**src/rtl/sn_prot_arbiter.sv**
```systemverilog
`default_nettype none
// sn_prot_arbiter -- round-robin arbiter with a bounded bus lock in front of the sn_network
// single-register protocol bus. One registered issue stage; done/read data follow one cycle later. Rev 1.0
module sn_prot_arbiter #(
  parameter int P_NUM_REQ      = 2,
  parameter int P_ADDR_BW      = 7,
  parameter int P_DATA_BW      = 8,
  parameter int P_MAX_HOLD     = 16,
  parameter int P_LOCK_TIMEOUT = 32
) (
  input  logic                                clk,
  input  logic                                rst,
  input  logic [P_NUM_REQ-1:0]                req_valid,
  input  logic [P_NUM_REQ-1:0]                req_lock,
  input  logic [P_NUM_REQ-1:0]                req_r0w1,
  input  logic [P_NUM_REQ-1:0][P_ADDR_BW-1:0] req_addr,
  input  logic [P_NUM_REQ-1:0][P_DATA_BW-1:0] req_wdata,
  output logic [P_NUM_REQ-1:0]                req_ready,
  output logic [P_NUM_REQ-1:0]                req_done,
  output logic [P_DATA_BW-1:0]                req_rdata,
  output logic                                prot_enable,
  output logic                                prot_r0w1,
  output logic [P_ADDR_BW-1:0]                prot_addr,
  output logic [P_DATA_BW-1:0]                prot_wdata,
  input  logic [P_DATA_BW-1:0]                prot_rdata
);

  localparam int IDX_W  = (P_NUM_REQ > 1) ? $clog2(P_NUM_REQ) : 1;
  localparam int HOLD_W = (P_MAX_HOLD > 2) ? $clog2(P_MAX_HOLD) : 1;
  localparam int IDLE_W = $clog2(P_LOCK_TIMEOUT + 1);

  localparam logic [IDX_W-1:0]  LAST_IDX  = IDX_W'(P_NUM_REQ - 1);
  localparam logic [HOLD_W-1:0] HOLD_LAST = HOLD_W'(P_MAX_HOLD - 1);
  localparam logic [IDLE_W-1:0] IDLE_LAST = IDLE_W'(P_LOCK_TIMEOUT - 1);

  typedef enum logic [0:0] {
    ST_UNLOCKED = 1'b0,
    ST_LOCKED   = 1'b1
  } state_t;

  state_t               state;
  logic [IDX_W-1:0]     ptr;
  logic [IDX_W-1:0]     owner;
  logic [HOLD_W-1:0]    hold_cnt;
  logic [IDLE_W-1:0]    idle_cnt;
  logic [IDX_W-1:0]     issue_owner;

  logic                 win_found;
  logic [IDX_W-1:0]     win_idx;
  logic [P_NUM_REQ-1:0] owner_mask;
  logic                 others_valid;
  logic                 accept;
  logic [IDX_W-1:0]     acc_idx;

  function automatic logic [IDX_W-1:0] next_idx(input logic [IDX_W-1:0] idx);
    return (idx == LAST_IDX) ? '0 : idx + 1'b1;
  endfunction

  // First valid requester at or after ptr, wrapping around.
  always_comb begin
    int cand;
    win_found = 1'b0;
    win_idx   = '0;
    cand      = 0;
    for (int k = 0; k < P_NUM_REQ; k++) begin
      cand = int'(ptr) + k;
      if (cand >= P_NUM_REQ) cand = cand - P_NUM_REQ;
      if (!win_found && req_valid[cand[IDX_W-1:0]]) begin
        win_found = 1'b1;
        win_idx   = cand[IDX_W-1:0];
      end
    end
  end

  always_comb begin
    owner_mask        = '0;
    owner_mask[owner] = 1'b1;
  end

  assign others_valid = |(req_valid & ~owner_mask);

  always_comb begin
    req_ready = '0;
    if (state == ST_LOCKED) begin
      req_ready = req_valid & owner_mask;
    end else if (win_found) begin
      req_ready[win_idx] = 1'b1;
    end
  end

  assign accept  = |req_ready;
  assign acc_idx = (state == ST_LOCKED) ? owner : win_idx;

  always_ff @(posedge clk) begin
    if (!rst) begin
      prot_enable <= 1'b0;
      prot_r0w1   <= 1'b0;
      prot_addr   <= '0;
      prot_wdata  <= '0;
      issue_owner <= '0;
      req_done    <= '0;
      req_rdata   <= '0;
      state       <= ST_UNLOCKED;
      ptr         <= '0;
      owner       <= '0;
      hold_cnt    <= '0;
      idle_cnt    <= '0;
    end else begin
      prot_enable <= accept;
      if (accept) begin
        prot_r0w1   <= req_r0w1[acc_idx];
        prot_addr   <= req_addr[acc_idx];
        prot_wdata  <= req_wdata[acc_idx];
        issue_owner <= acc_idx;
      end

      // Completion stage: read data is sampled while the strobe is on the bus.
      req_done <= '0;
      if (prot_enable) begin
        req_done[issue_owner] <= 1'b1;
        if (!prot_r0w1) req_rdata <= prot_rdata;
      end

      if (state == ST_UNLOCKED) begin
        if (accept) begin
          ptr <= next_idx(win_idx);
          if (req_lock[win_idx]) begin
            state    <= ST_LOCKED;
            owner    <= win_idx;
            hold_cnt <= HOLD_W'(1);
            idle_cnt <= '0;
          end
        end
      end else begin
        if (accept) begin
          idle_cnt <= '0;
          if (!req_lock[owner] || (hold_cnt == HOLD_LAST && others_valid)) begin
            state <= ST_UNLOCKED;
            ptr   <= next_idx(owner);
          end else if (hold_cnt != HOLD_LAST) begin
            hold_cnt <= hold_cnt + 1'b1;
          end
        end else if (idle_cnt == IDLE_LAST) begin
          state    <= ST_UNLOCKED;
          ptr      <= next_idx(owner);
          idle_cnt <= '0;
        end else begin
          idle_cnt <= idle_cnt + 1'b1;
        end
      end
    end
  end

endmodule
`default_nettype wire

```
**config.mk**
```make
export PLATFORM = sky130hd
export DESIGN_NAME = sn_prot_arbiter
export DESIGN_NICKNAME = d
export VERILOG_FILES = /design/src/rtl/sn_prot_arbiter.sv
export SDC_FILE = /design/constraint.sdc
export NUM_CORES = 1
export LEC_CHECK = 0
export BUFFER_PORTS_ARGS = -buffer_cell sky130_fd_sc_hd__clkbuf_2
export CORE_ASPECT_RATIO = 1.25
export CORE_MARGIN = 3
export CORE_UTILIZATION = 48
export DETAILED_ROUTE_END_ITERATION = 10
export GPL_TIMING_DRIVEN = 0
export PLACE_DENSITY = 0.76
export SETUP_SLACK_MARGIN = 0.02
export SLEW_MARGIN = 20
export SYNTH_ARGS = -nofsm -noshare
export SYNTH_HDL_FRONTEND = slang
export SYNTH_SLANG_ARGS = --single-unit
```
**constraint.sdc**
```tcl
create_clock -name clk -period 2.1 [get_ports clk]
set_input_delay 0.105 -clock clk [delete_from_list [all_inputs] [get_ports clk]]
set_output_delay 0.105 -clock clk [all_outputs]
set_load 0.005 [all_outputs]
```
* Word level (Yosys, flattened, before mapping)
Index checks and enable logic that the tools add are counted.
Operators by class: add/sub/neg operators 7, $lt $le $gt $ge 11, equality and inequality tests 6, multiplexer cells 53, bitwise operators 5, reduce and logical (&&, ||, !) cells 19
Operators by type and width (count):
- $mux 1 | 33
- $mux 6 | 5
- $mux 4 | 6
- $mux 8 | 2
- $mux 7 | 2
- $lt 1x2->1 const B | 6
- $add 6x1->6 const B | 1
- $eq 6x5->1 const B | 1
- $reduce_and 2->1 | 3
- $reduce_and 3->1 | 2
- $reduce_bool 2->1 | 3
- $logic_and 1x1->1 | 5
- $add 4x1->4 const B | 1
- $and 2x2->2 | 2
- $eq 4x4->1 const B | 1
- $mux 2 | 2
- $ne 4x4->1 const B | 1
- $reduce_and 4->1 | 1
- $reduce_or 2->1 | 2
- $demux 1 s1 | 3
- $ge 1x1->1 const B | 3
- $ne 3x2->1 const B | 1
- $add 1x1->1 const B | 2
- $add 1x1->2 const B | 1
- other kinds (9) | 12
Word-level totals: flip-flop bits (word level) 41, bits of input ports 46, output and inout port bits 29, word-level logic and storage cells 113

* Logic depth before layout (Yosys ltp)
depth in word-level cells 17, gate-level depth with buffers 7, mapped depth without buffers 6

* Worst setup path before layout
OpenSTA, ideal clock, no wires.
path type flip-flop to flip-flop, start register hold_cnt[0], end register hold_cnt[3], setup time 0.130 ns, arrival 1.364 ns, data required time 1.970 ns, setup slack 0.606 ns, stages on the path, launching flop included 6, buffers on the path 0, clock period less this slack 1.494 ns, cell sequence dfxtp_1 ha_1 a311o_2 nor4_4 xnor2_1 nor3_2
Between the ends: longest elaborated chain between the ends 5, elaborated cells on any way between the ends 12, those cells by class add/sub: 1; eq/ne: 4; mux: 4; reduce/logical: 3
RTL lines:
- start, declared | RTL line 44 | logic [HOLD_W-1:0] hold_cnt;
- start signal, assigned | RTL line 141 | hold_cnt <= hold_cnt + 1'b1;
- $add 4x1->4 or $eq 4x4->1 (tied branches) | RTL line 141, 137
- $mux 4 or $logic_and 1x1->1 (tied branches) | RTL line 140, 137
- $mux 4 or $logic_or 1x1->1 (tied branches) | RTL line 137 | if (!req_lock[owner] || (hold_cnt == HOLD_LAST && others_valid)) begin
- $mux 4 or $ne 2x2->1 (tied branches)
- $mux 4 or $reduce_and 4->1 (tied branches)
Several ways; a longest one is shown, not always the timed one. The select of a mux whose other input is x is not followed. A chain may end at the register's enable or synchronous reset.

* Final worst setup path
start register state, end register prot_addr[0]
Between the ends: longest elaborated chain between the ends 3, elaborated cells on any way between the ends 5, those cells by class mux: 4; reduce/logical: 1
RTL lines:
- start, declared | RTL line 41 | state_t state;
- start signal, assigned | RTL line 103 | state <= ST_UNLOCKED;
- start signal, assigned | RTL line 128 | state <= ST_LOCKED;
- start signal, assigned | RTL line 138 | state <= ST_UNLOCKED;
- $mux 1 | RTL line 92 | assign acc_idx = (state == ST_LOCKED) ? owner : win_idx;
- $mux 7 (implied by the code) (2 in series) | RTL line 112 | prot_addr <= req_addr[acc_idx];
- end signal, assigned | RTL line 112
- end, declared | RTL line 23 | output logic [P_ADDR_BW-1:0] prot_addr,
Several ways; a longest one is shown, not always the timed one. The select of a mux whose other input is x is not followed.

==> impl_metrics.toml <==
[setup_path]
path_delay_family = "simple AND/OR/NAND/NOR gates"
rr_endpoint = "prot_addr[0]"
cp.required_ns = 2.30
max_stage_delay_ns = 0.36
crit_fanout = 10
cp-start-kind = "flip-flop"
critPathKind = "flip-flop to flip-flop"
path_buf_inv = 2
crit_path_end_kind = "flip-flop"
reg2reg_slack_ns = 0.37
critPathArrivalTime_ns = 1.93
crit_slowest_cell = "dfxtp_1"
r2r_start = "state"
crit_chain = "buf_2, nand2_1, nor2_2, nor2_2, buf_2, a211oi_1"
reg2reg_depth = 6

[final_layout]
nFillCells = 355
drive_above_1_share = 0.3525
n_antenna_cell = 0
area_growth_pct = 28.30
layout_common_cells = "clkbuf_2 (74), dfxtp_1 (41), nor2_1 (34), mux2i_1 (27), a211oi_1 (16)"
final_util = 0.6517
nNetsFinal = 342
final_common_cell = "clkbuf_2"

[sta]
min_period_ns = 1.734
max_freq_ghz = 0.5766
tns_ns = 0
tightest_slew_ns = 0.5365
finalClockSkew_ns = 0.006682
slew-limit-headroom = 0.6424
drv_slew = 0
hold_viol = 0
setup_violations = 0
post-route-period-util = 0.8259
rsz0062_at_grt = "no"

[route]
dr.pass1.iters = 4
post_drt_wl_per_cell_um = 12.68
vias = 1797
drc_errors = 0
via_per_inst = 5.149
finalWirelength_um = 4425
first_iter_violations = 68
antenna_left = 0

[status]
status = "complete, no violations"

[clock_tree]
cts_sinks = 41
clockBufferDepth = 2
h-tree-depth = 2
cts_buffers = 5
cts_hold_buf = 0
postCtsSetupBuffers = 0
clk_pin_slew_worst_paths_ns = 0.08
cts_tree = "built"
ctsResizeCount = 0
cts-root-buf = "clkbuf_8"
clock_latency_ns = 0.29

[power]
power_leakage_nw = 1.121
ir_drop_mv = 0.4750
p_per_area_nw_per_um2 = 758.0
power.internal_mw = 1.384
switching_share = 0.2720
switchingPower_mw = 0.5169
clockPowerShare = 0.331
pwr-share-seq = 0.461
combPwrFrac = 0.208

[floorplan]
die_y_um = 77.34
initial_core_util = 0.5080
dieArea_um2 = 4878
fp.dieW_um = 63.07
ios = 75
core_area_um2 = 3847
rows = 25

[logic_synthesis]
synth_top_area_frac = 0.4200
yosys_warnings = 0
synth-seq-area-share = 0.4200
ys_ff_latch = 41
synth_area_um2 = 1954
syn_nets = 261
ys_top_cells_by_area = "dfxtp_1 (42%), mux2i_1 (14%), nor2_1 (6.5%), a211oi_1 (6.1%), a21oi_1 (2.8%)"
synth_flop_cell = "dfxtp_1"
postSynthAreaPerCell_um2 = 9.175
ys_types = 42
async_flop_share = 0
synth_area_leader_cell = "dfxtp_1"
synth_edf_count = 0
synthCells = 213

[grt]
grt_pass1_vias = 1747
grt-ovfl-total = 0
grt_max_degree = 15
antenna_found_initial = 0
grt_use_total = 0.1883
grt_pass1_wl_um = 7507

[min_path]
hp-start = "prot_rdata[5]"
worstHoldPathType = "primary input to flip-flop"
hold_end = "req_rdata[5]"
hold_depth = 3

[placement]
dp_hpwl_um = 3503
port_buffers = 74
gp_congestion = 0.8809

[flow_run]
cap_viol_max_count = 0
[per-layer routing]
metal,GRT usage,routed length (um),up-vias
li1,-,-,918
met1,0.2022,1761,811
met2,0.3474,2305,60
met3,0.05355,283,8
met4,0.06402,75,0
met5,0,0,-
[flip-flops by register name (all words and copies together) (netlist names)]
signal / cells
prot_wdata: 8
req_rdata: 8
prot_addr: 7
idle_cnt: 6
hold_cnt: 4
req_done: 2
issue_owner: 1
owner: 1
prot_enable: 1
prot_r0w1: 1
ptr: 1
state: 1
[per-stage QoR]
stage	instance area (um2)	std cells	setup slack, ns	total power [mW]	hold slack, ns
detailed placement	2392	341	0.4098	1.291	0.3511
global placement	2392	341	0.4302	1.283	0.3454
global route	2507	349	0.1767	1.999	0.06734
floorplan	1954	213	0.6064	1.140	0.2262
finish	2507	349	0.3657	1.901	0.04719
CTS	2507	349	0.3572	1.922	0.03990
[how the worst max path moves through the flow]
stage	depth (start not counted)	startpoint	end	slack [ns]
6_report	6	state	prot_addr[0]	0.37
5_1_grt	7	state	prot_wdata[1]	0.18
4_1_cts	6	state	prot_wdata[0]	0.36
3_5_place_dp	6	state	prot_wdata[1]	0.41
3_3_place_gp	6	idle_cnt[0]	ptr	0.43
2_1_floorplan	5	hold_cnt[0]	hold_cnt[3]	0.61
[area by class of cell]
| type | instances | area (um2) | area share |
|---|---|---|---|
| plain buffers | 13 | 77.57 | 0.03094 |
| clock buffers | 5 | 68.82 | 0.02745 |
| clock inverters | 3 | 46.29 | 0.01846 |
| inverters | 2 | 7.507 | 0.002994 |
| multi-input cells | 157 | 1049 | 0.4182 |
| flip-flops and latches | 41 | 820.8 | 0.3273 |
| well taps | 54 | 67.56 | 0.02695 |
| repair buffers | 74 | 370.4 | 0.1477 |
[worst register-to-register path: cells and delay by family (launching register included)]
kind / cells / cell delay, ns
buffers and inverters: 2 / 0.44
and+or+nand+nor: 3 / 0.62
AOI/OAI and AO/OA: 1 / 0.22
DFF: 1 / 0.36
[power groups by stage]
stage	Sequential (mW)	Clock [mW]	Combinational, mW
after floorplan	0.894	0	0.246
after global placement	0.893	0	0.390
after detailed placement	0.893	0	0.398
after CTS	0.876	0.647	0.399
after global routing	0.884	0.674	0.440
final	0.876	0.630	0.395
[cell usage after synthesis, drive strengths merged (4+ instances only)]
| master | count |
|---|---|
| or2 | 4 |
| nand2 | 13 |
| nor2 | 36 |
| nor3 | 8 |
| nand3 | 4 |
| o21ai | 6 |
| a21oi | 12 |
| mux2i | 28 |
| dfxtp | 41 |
| buf | 8 |
| a211oi | 16 |
| clkbuf | 5 |
[kinds of logic (layout without fill, tap and decap cells)]
family | after synthesis | in the layout | share of synthesized area
and+or+nand+nor | 82 | 82 | 0.2177
AOI/OAI and AO/OA | 43 | 43 | 0.1517
DFF | 41 | 41 | 0.4200
muxes | 28 | 28 | 0.1453
buffers and inverters | 15 | 97 | 0.04353
adders and majority gates | 2 | 2 | 0.01280
xor gates and xnor gates | 2 | 2 | 0.008965
Note: power is estimated with default switching activity, not from simulation.
